File: src/rtl/regfile_sb.sv
// rtl/regfile_sb.sv - integer register file with per-register busy/tag scoreboard
// Optional same-cycle write-to-read forwarding: define REGFILE_BYPASS_EN.
module regfile_sb #(
    parameter int DATA_W   = 32,
    parameter int NUM_REGS = 32,
    parameter int NUM_RD   = 2,
    parameter int TAG_W    = 4,
    localparam int ADDR_W  = $clog2(NUM_REGS)
) (
    input  logic                           clk,
    input  logic                           rst,
    input  logic [NUM_RD-1:0][ADDR_W-1:0]  rs_s,
    output logic [NUM_RD-1:0][DATA_W-1:0]  rs_v,
    output logic [NUM_RD-1:0]              rs_busy,
    input  logic                           iss_we,
    input  logic [ADDR_W-1:0]              iss_rd,
    input  logic [TAG_W-1:0]               iss_tag,
    input  logic                           regf_we,
    input  logic [ADDR_W-1:0]              rd_s,
    input  logic [DATA_W-1:0]              rd_v,
    input  logic [TAG_W-1:0]               wb_tag,
    input  logic                           flush
);

    logic [DATA_W-1:0] data_q [NUM_REGS];
    logic [TAG_W-1:0]  tag_q  [NUM_REGS];
    logic [NUM_REGS-1:0] busy_q;

    // Per-register priority: flush/writeback clear first, issue overrides last.
    always_ff @(posedge clk) begin
        if (rst) begin
            busy_q <= '0;
            for (int i = 0; i < NUM_REGS; i++) begin
                data_q[i] <= '0;
                tag_q[i]  <= '0;
            end
        end else begin
            for (int i = 1; i < NUM_REGS; i++) begin
                if (regf_we && rd_s == ADDR_W'(i)) begin
                    data_q[i] <= rd_v;
                end
                if (flush) begin
                    busy_q[i] <= 1'b0;
                end else if (regf_we && rd_s == ADDR_W'(i) && busy_q[i] && tag_q[i] == wb_tag) begin
                    busy_q[i] <= 1'b0;
                end
                if (iss_we && iss_rd == ADDR_W'(i)) begin
                    busy_q[i] <= 1'b1;
                    tag_q[i]  <= iss_tag;
                end
            end
        end
    end

    always_comb begin
        for (int p = 0; p < NUM_RD; p++) begin
            rs_v[p]    = '0;
            rs_busy[p] = 1'b0;
            if (!rst && rs_s[p] != '0) begin
                rs_v[p]    = data_q[rs_s[p]];
                rs_busy[p] = busy_q[rs_s[p]];
`ifdef REGFILE_BYPASS_EN
                // A same-cycle issue is not forwarded; only the writeback's effect is.
                if (regf_we && rs_s[p] == rd_s) begin
                    rs_v[p] = rd_v;
                    if (tag_q[rd_s] == wb_tag) begin
                        rs_busy[p] = 1'b0;
                    end
                end
`endif
            end
        end
    end

endmodule
File: config.mk
export PLATFORM = sky130hd
export DESIGN_NAME = regfile_sb
export DESIGN_NICKNAME = d
export VERILOG_FILES = /design/src/rtl/regfile_sb.sv
export SDC_FILE = /design/constraint.sdc
export NUM_CORES = 2
export LEC_CHECK = 0
export BUFFER_PORTS_ARGS = -buffer_cell sky130_fd_sc_hd__buf_2
export CAP_MARGIN = 0
export CORE_ASPECT_RATIO = 1.2
export CORE_UTILIZATION = 50
export DETAILED_ROUTE_END_ITERATION = 7
export GPL_ROUTABILITY_DRIVEN = 0
export PLACE_DENSITY_LB_ADDON = 0.1
export SETUP_SLACK_MARGIN = 0.3
export SYNTH_ARGS = -nofsm -noshare
export SYNTH_HDL_FRONTEND = slang
export SYNTH_SLANG_ARGS = --single-unit
File: constraint.sdc
create_clock -name clk -period 3.1 [get_ports clk]
set_clock_uncertainty 0.05 [all_clocks]
set_input_delay 0.62 -clock clk [delete_from_list [all_inputs] [get_ports clk]]
set_output_delay 0.62 -clock clk [all_outputs]
set_load 0.005 [all_outputs]
**After elaboration in Yosys (flattened, before gate mapping)**

Memory sizes are Yosys's and may differ from the RTL's.
Index checks and enable logic that the tools add are counted.
W data, S select, Z words.

- Register bits: 31
- RAM bits: 1,152
- Bits of input ports: 65
- Output and inout port bits: 66
- Word-level logic and storage cells: 701
- Memories kept: 2

- Magnitude comparators: 2
- Eq/ne operators: 93
- Mux-type cells: 351
- Bitwise logic cells: 62
- Reduce and logical (&&, ||, !) cells: 160

Memories:

| memory | depth | bits a word | rd ports | clocked after Yosys merged registers in | write ports | line | RTL |
|---|---|---|---|---|---|---|---|
| data_q | 32 | 32 | 2 | 0 | 32 | 25 | `logic [DATA_W-1:0] data_q [NUM_REGS];` |
| tag_q | 32 | 4 | 31 | 0 | 32 | 26 | `logic [TAG_W-1:0] tag_q [NUM_REGS];` |

Operators with widths:

| kind | number |
|---|---|
| $mux W32 | 33 |
| $mux W1 | 285 |
| $eq A5 B5 Y1 const B | 32 |
| $logic_and A1 B1 Y1 | 126 |
| $eq A4 B4 Y1 | 31 |
| $mux W4 | 31 |
| $reduce_bool A3 Y1 | 31 |
| $eq A5 B4 Y1 const B | 16 |
| $or A1 B1 Y1 | 62 |
| $eq A5 B3 Y1 const B | 8 |
| $eq A5 B2 Y1 const B | 4 |
| $lt A5 B6 Y1 const B | 2 |
| $bmux W1 S5 | 2 |
| $eq A5 B1 Y1 const B | 2 |
| $reduce_bool A5 Y1 | 2 |
| $logic_not A1 Y1 | 1 |

**Logic depth before layout (Yosys ltp)**

- Word-level depth: 7
- Depth in mapped cells: 9
- Mapped depth without buffers: 4

**Least setup slack after synthesis**

No wires, ideal clock.

- Kind: input to output
- From: input port rs_s[5] (netlist bit)
- To: output port rs_v[63] (netlist bit)
- Data arrival time: 2.018 ns
- Required time: 2.430 ns
- Path slack: 0.412 ns
- Stages: 8
- Path buffers: 4
- Cells stage by stage: buf_6 -> buf_8 -> buf_12 -> buf_12 -> mux4_2 -> nand3b_1 -> nand2_1 -> o31a_1

RTL lines:

| item | line | RTL |
|---|---|---|
| from (decl) | 12 | `input logic [NUM_RD-1:0][ADDR_W-1:0] rs_s,` |
| to (decl) | 13 | `output logic [NUM_RD-1:0][DATA_W-1:0] rs_v,` |

==> results.py <==
metrics = {
    "grt": {
        "overflow": 0,
        "track_usage_pct": 34.5,
        "grt_pass1_wl_mm": 280,
        "grt_pass1_vias": 39500,
        "grt_max_degree": 58,
        "antenna_found_initial": 5,
    },
    "synthesis": {
        "avgSynthCellArea_um2": 14.9,
        "synth_cell_types": 50,
        "syn_nets": 3845,
        "synth-simple-area-share_pct": 8.05,
        "synthArstFlopShare_pct": 0,
        "muxShareOfSynthArea_pct": 21.6,
        "synth_compound_area_share_pct": 4.80,
        "ys_seq_area_share_pct": 60.4,
        "yosysWarnings": 0,
        "syn-cell-area_mm2": 0.0565,
        "synthAdderAreaFrac_pct": 0,
        "synthXorXnorAreaFrac_pct": 1.92,
        "synth_cells": 3780,
        "ys_seq_elements": 1147,
        "synth_top_family_by_area": "multiplexers",
        "synth_flop_cell": "edfxtp_1",
        "synth-edff-count": 1116,
    },
    "clock_tree": {
        "htree_levels": 3,
        "cts_tree": "yes",
        "clkTransAtPathRegs_ns": 0.06,
        "clk_path_buf_depth": 3,
        "clock-sinks": 1147,
        "cts_root_buffer": "clkbuf_16",
        "clock_latency_ns": 0.75,
        "numCtsBuffers": 117,
    },
    "timing": {
        "whs_ns": 0.225,
        "setup_ws_ns": -0.384,
        "fmax_ghz": 0.287,
        "post-route-min-period_ns": 3.48,
        "slew_viol_final": 0,
        "tightest_slew_ns": 0.905,
        "rsz0062_at_grt": "yes",
        "setup_violations": 41,
        "max_slew_margin_pct": 39.6,
        "period_share_pct": 112,
        "finalHoldViolCount": 0,
    },
    "critical_path": {
        "cp.required_ns": 2.43,
        "start_kind": "input pin",
        "cp.arrival_ns": 2.81,
        "worstPathMaxFanout": 10,
        "worstSetupPathType": "in -> out",
        "cp-end-kind": "output pin",
    },
    "detailed_routing": {
        "vias": 39600,
        "routed_wl_mm": 198,
        "viasPerCell": 6.69,
        "drc": 0,
        "drt_first_pass_iters": 8,
        "wl_per_cell_um": 33.5,
        "drt.antenna.violating_nets": 0,
        "drt_iter0_drc": 5603,
    },
    "die": {
        "num_rows": 134,
        "core_mm2": 0.112,
        "initial_core_util_pct": 50.6,
        "die_w_um": 309,
        "io_pins": 131,
        "dieArea_mm2": 0.114,
        "dieHeight_um": 370,
    },
    "final_layout": {
        "final_util_pct": 62.6,
        "final_common_cell": "edfxtp_1",
        "mostFrequentLayoutCells": "edfxtp_1 (1116), nor2_1 (620), buf_4 (411)",
        "final_nets": 4375,
        "area_growth_pct": 23.7,
        "drive_gt1_share_pct": 36.5,
    },
    "power": {
        "p_leak_nw": 24.6,
        "p_per_area_mw_per_mm2": 561,
        "finalPower_mw": 39.2,
        "peakVddDrop_v": 0.000551,
    },
    "worst_hold_path": {
        "hp-class": "in -> reg",
    },
    "placement": {
        "port_buffers": 130,
        "place_ws_ns": -0.886,
        "dp_hpwl_mm": 125,
    },
    "outcome": {
        "violations": "setup timing",
        "outcome": "finished with violations",
    },
    "job": {
        "cap_violations": 0,
    },
}
worst paths after layout:
check,from,endpoint,slack (ns),cells after the start
worst min-delay path,rd_v[13],data_q[16][13]$_SDFFCE_PN0P_,0.22,3
worst min register to register,busy_q[5]$_SDFFE_PP0P_,busy_q[5]$_SDFFE_PP0P_,0.48,2
worst max register to register,tag_q[0][38]$_SDFFCE_PN0P_,busy_q[9]$_SDFFE_PP0P_,1.91,4
worst max-delay path,rs_s[6],rs_v[35],-0.38,10
report_power, final:
part / switching (mW) / internal (mW)
clock: 6.27 / 8.34
sequential: 0.530 / 18.1
combinational: 3.13 / 2.80
total: 9.94 / 29.3
synthesized netlist by cell type (all sizes together), types with 33 or more instances:
master  number  area share, %
nor2       622            4.1
o211ai      63           0.84
nand4       81           0.90
buf        144            1.6
nand2b      38           0.42
xnor2      124            1.9
a31oi       33           0.37
clkbuf     197            1.3
nand2      312            2.1
mux2       101            2.0
mux4       398             16
edfxtp    1116             59
mux2i      211            3.7
inv         39           0.26
a221o       65            1.2
metrics by stage:
step                instances  cell area, um^2  TNS [ns]
floorplan                3780            56500         0
global placement         5496            61900    -13.51
detailed placement       5497            61900    -13.70
CTS                      5854            68900     -4.77
global route             5909            69900     -6.81
finish                   5910            69900     -5.28
area by class of cell:
type,instances,area (um^2)
fill,8271,41800
sequential,1147,34100
multi-input combinational,2253,21800
timing repair buffer,752,8010
clock buffer,146,3140
tap,1496,1870
clock inverter,76,771
inverter,39,151
antenna,1,2.50
layer usage:
layer,GRT usage (%),part of all wire [%],up-vias,wire (um)
li1,-,-,15900,-
met1,47.3,37,20500,74100
met2,54.4,47,2705,93200
met3,6.82,12,466,22900
met4,13.6,3.9,0,7700
met5,0,0,-,0
flip-flops by register name, indices dropped and copies added (netlist names):
name / count
busy_q: 31
data_q: 992
tag_q: 124
worst max-delay path, stage by stage:
cell	delay (ns)
buf_8	0.17
buf_12	0.18
buf_16	0.17
buf_4	0.17
mux4_2	0.21
mux2_4	0.15
nand2_2	0.05
a222oi_1	0.74
buf_4	0.23
buf_6	0.09
timing repair:
item,in CTS,in global routing
endpoints found under the setup margin,66,66
cloned,21,9
pin swaps,75,55
gates resized for setup,301,74
hold endpoints to repair,0,0
setup buffers,114,46
hold buffers,0,0
cell families after synthesis:
kind of cell,Yosys count
multiplexers,710
flip-flops,1147
AO/OA/AOI/OAI,324
buffers and inverters,380
AND/OR/NAND/NOR,1095
XOR/XNOR,124
(Power assumes the default switching activity.)
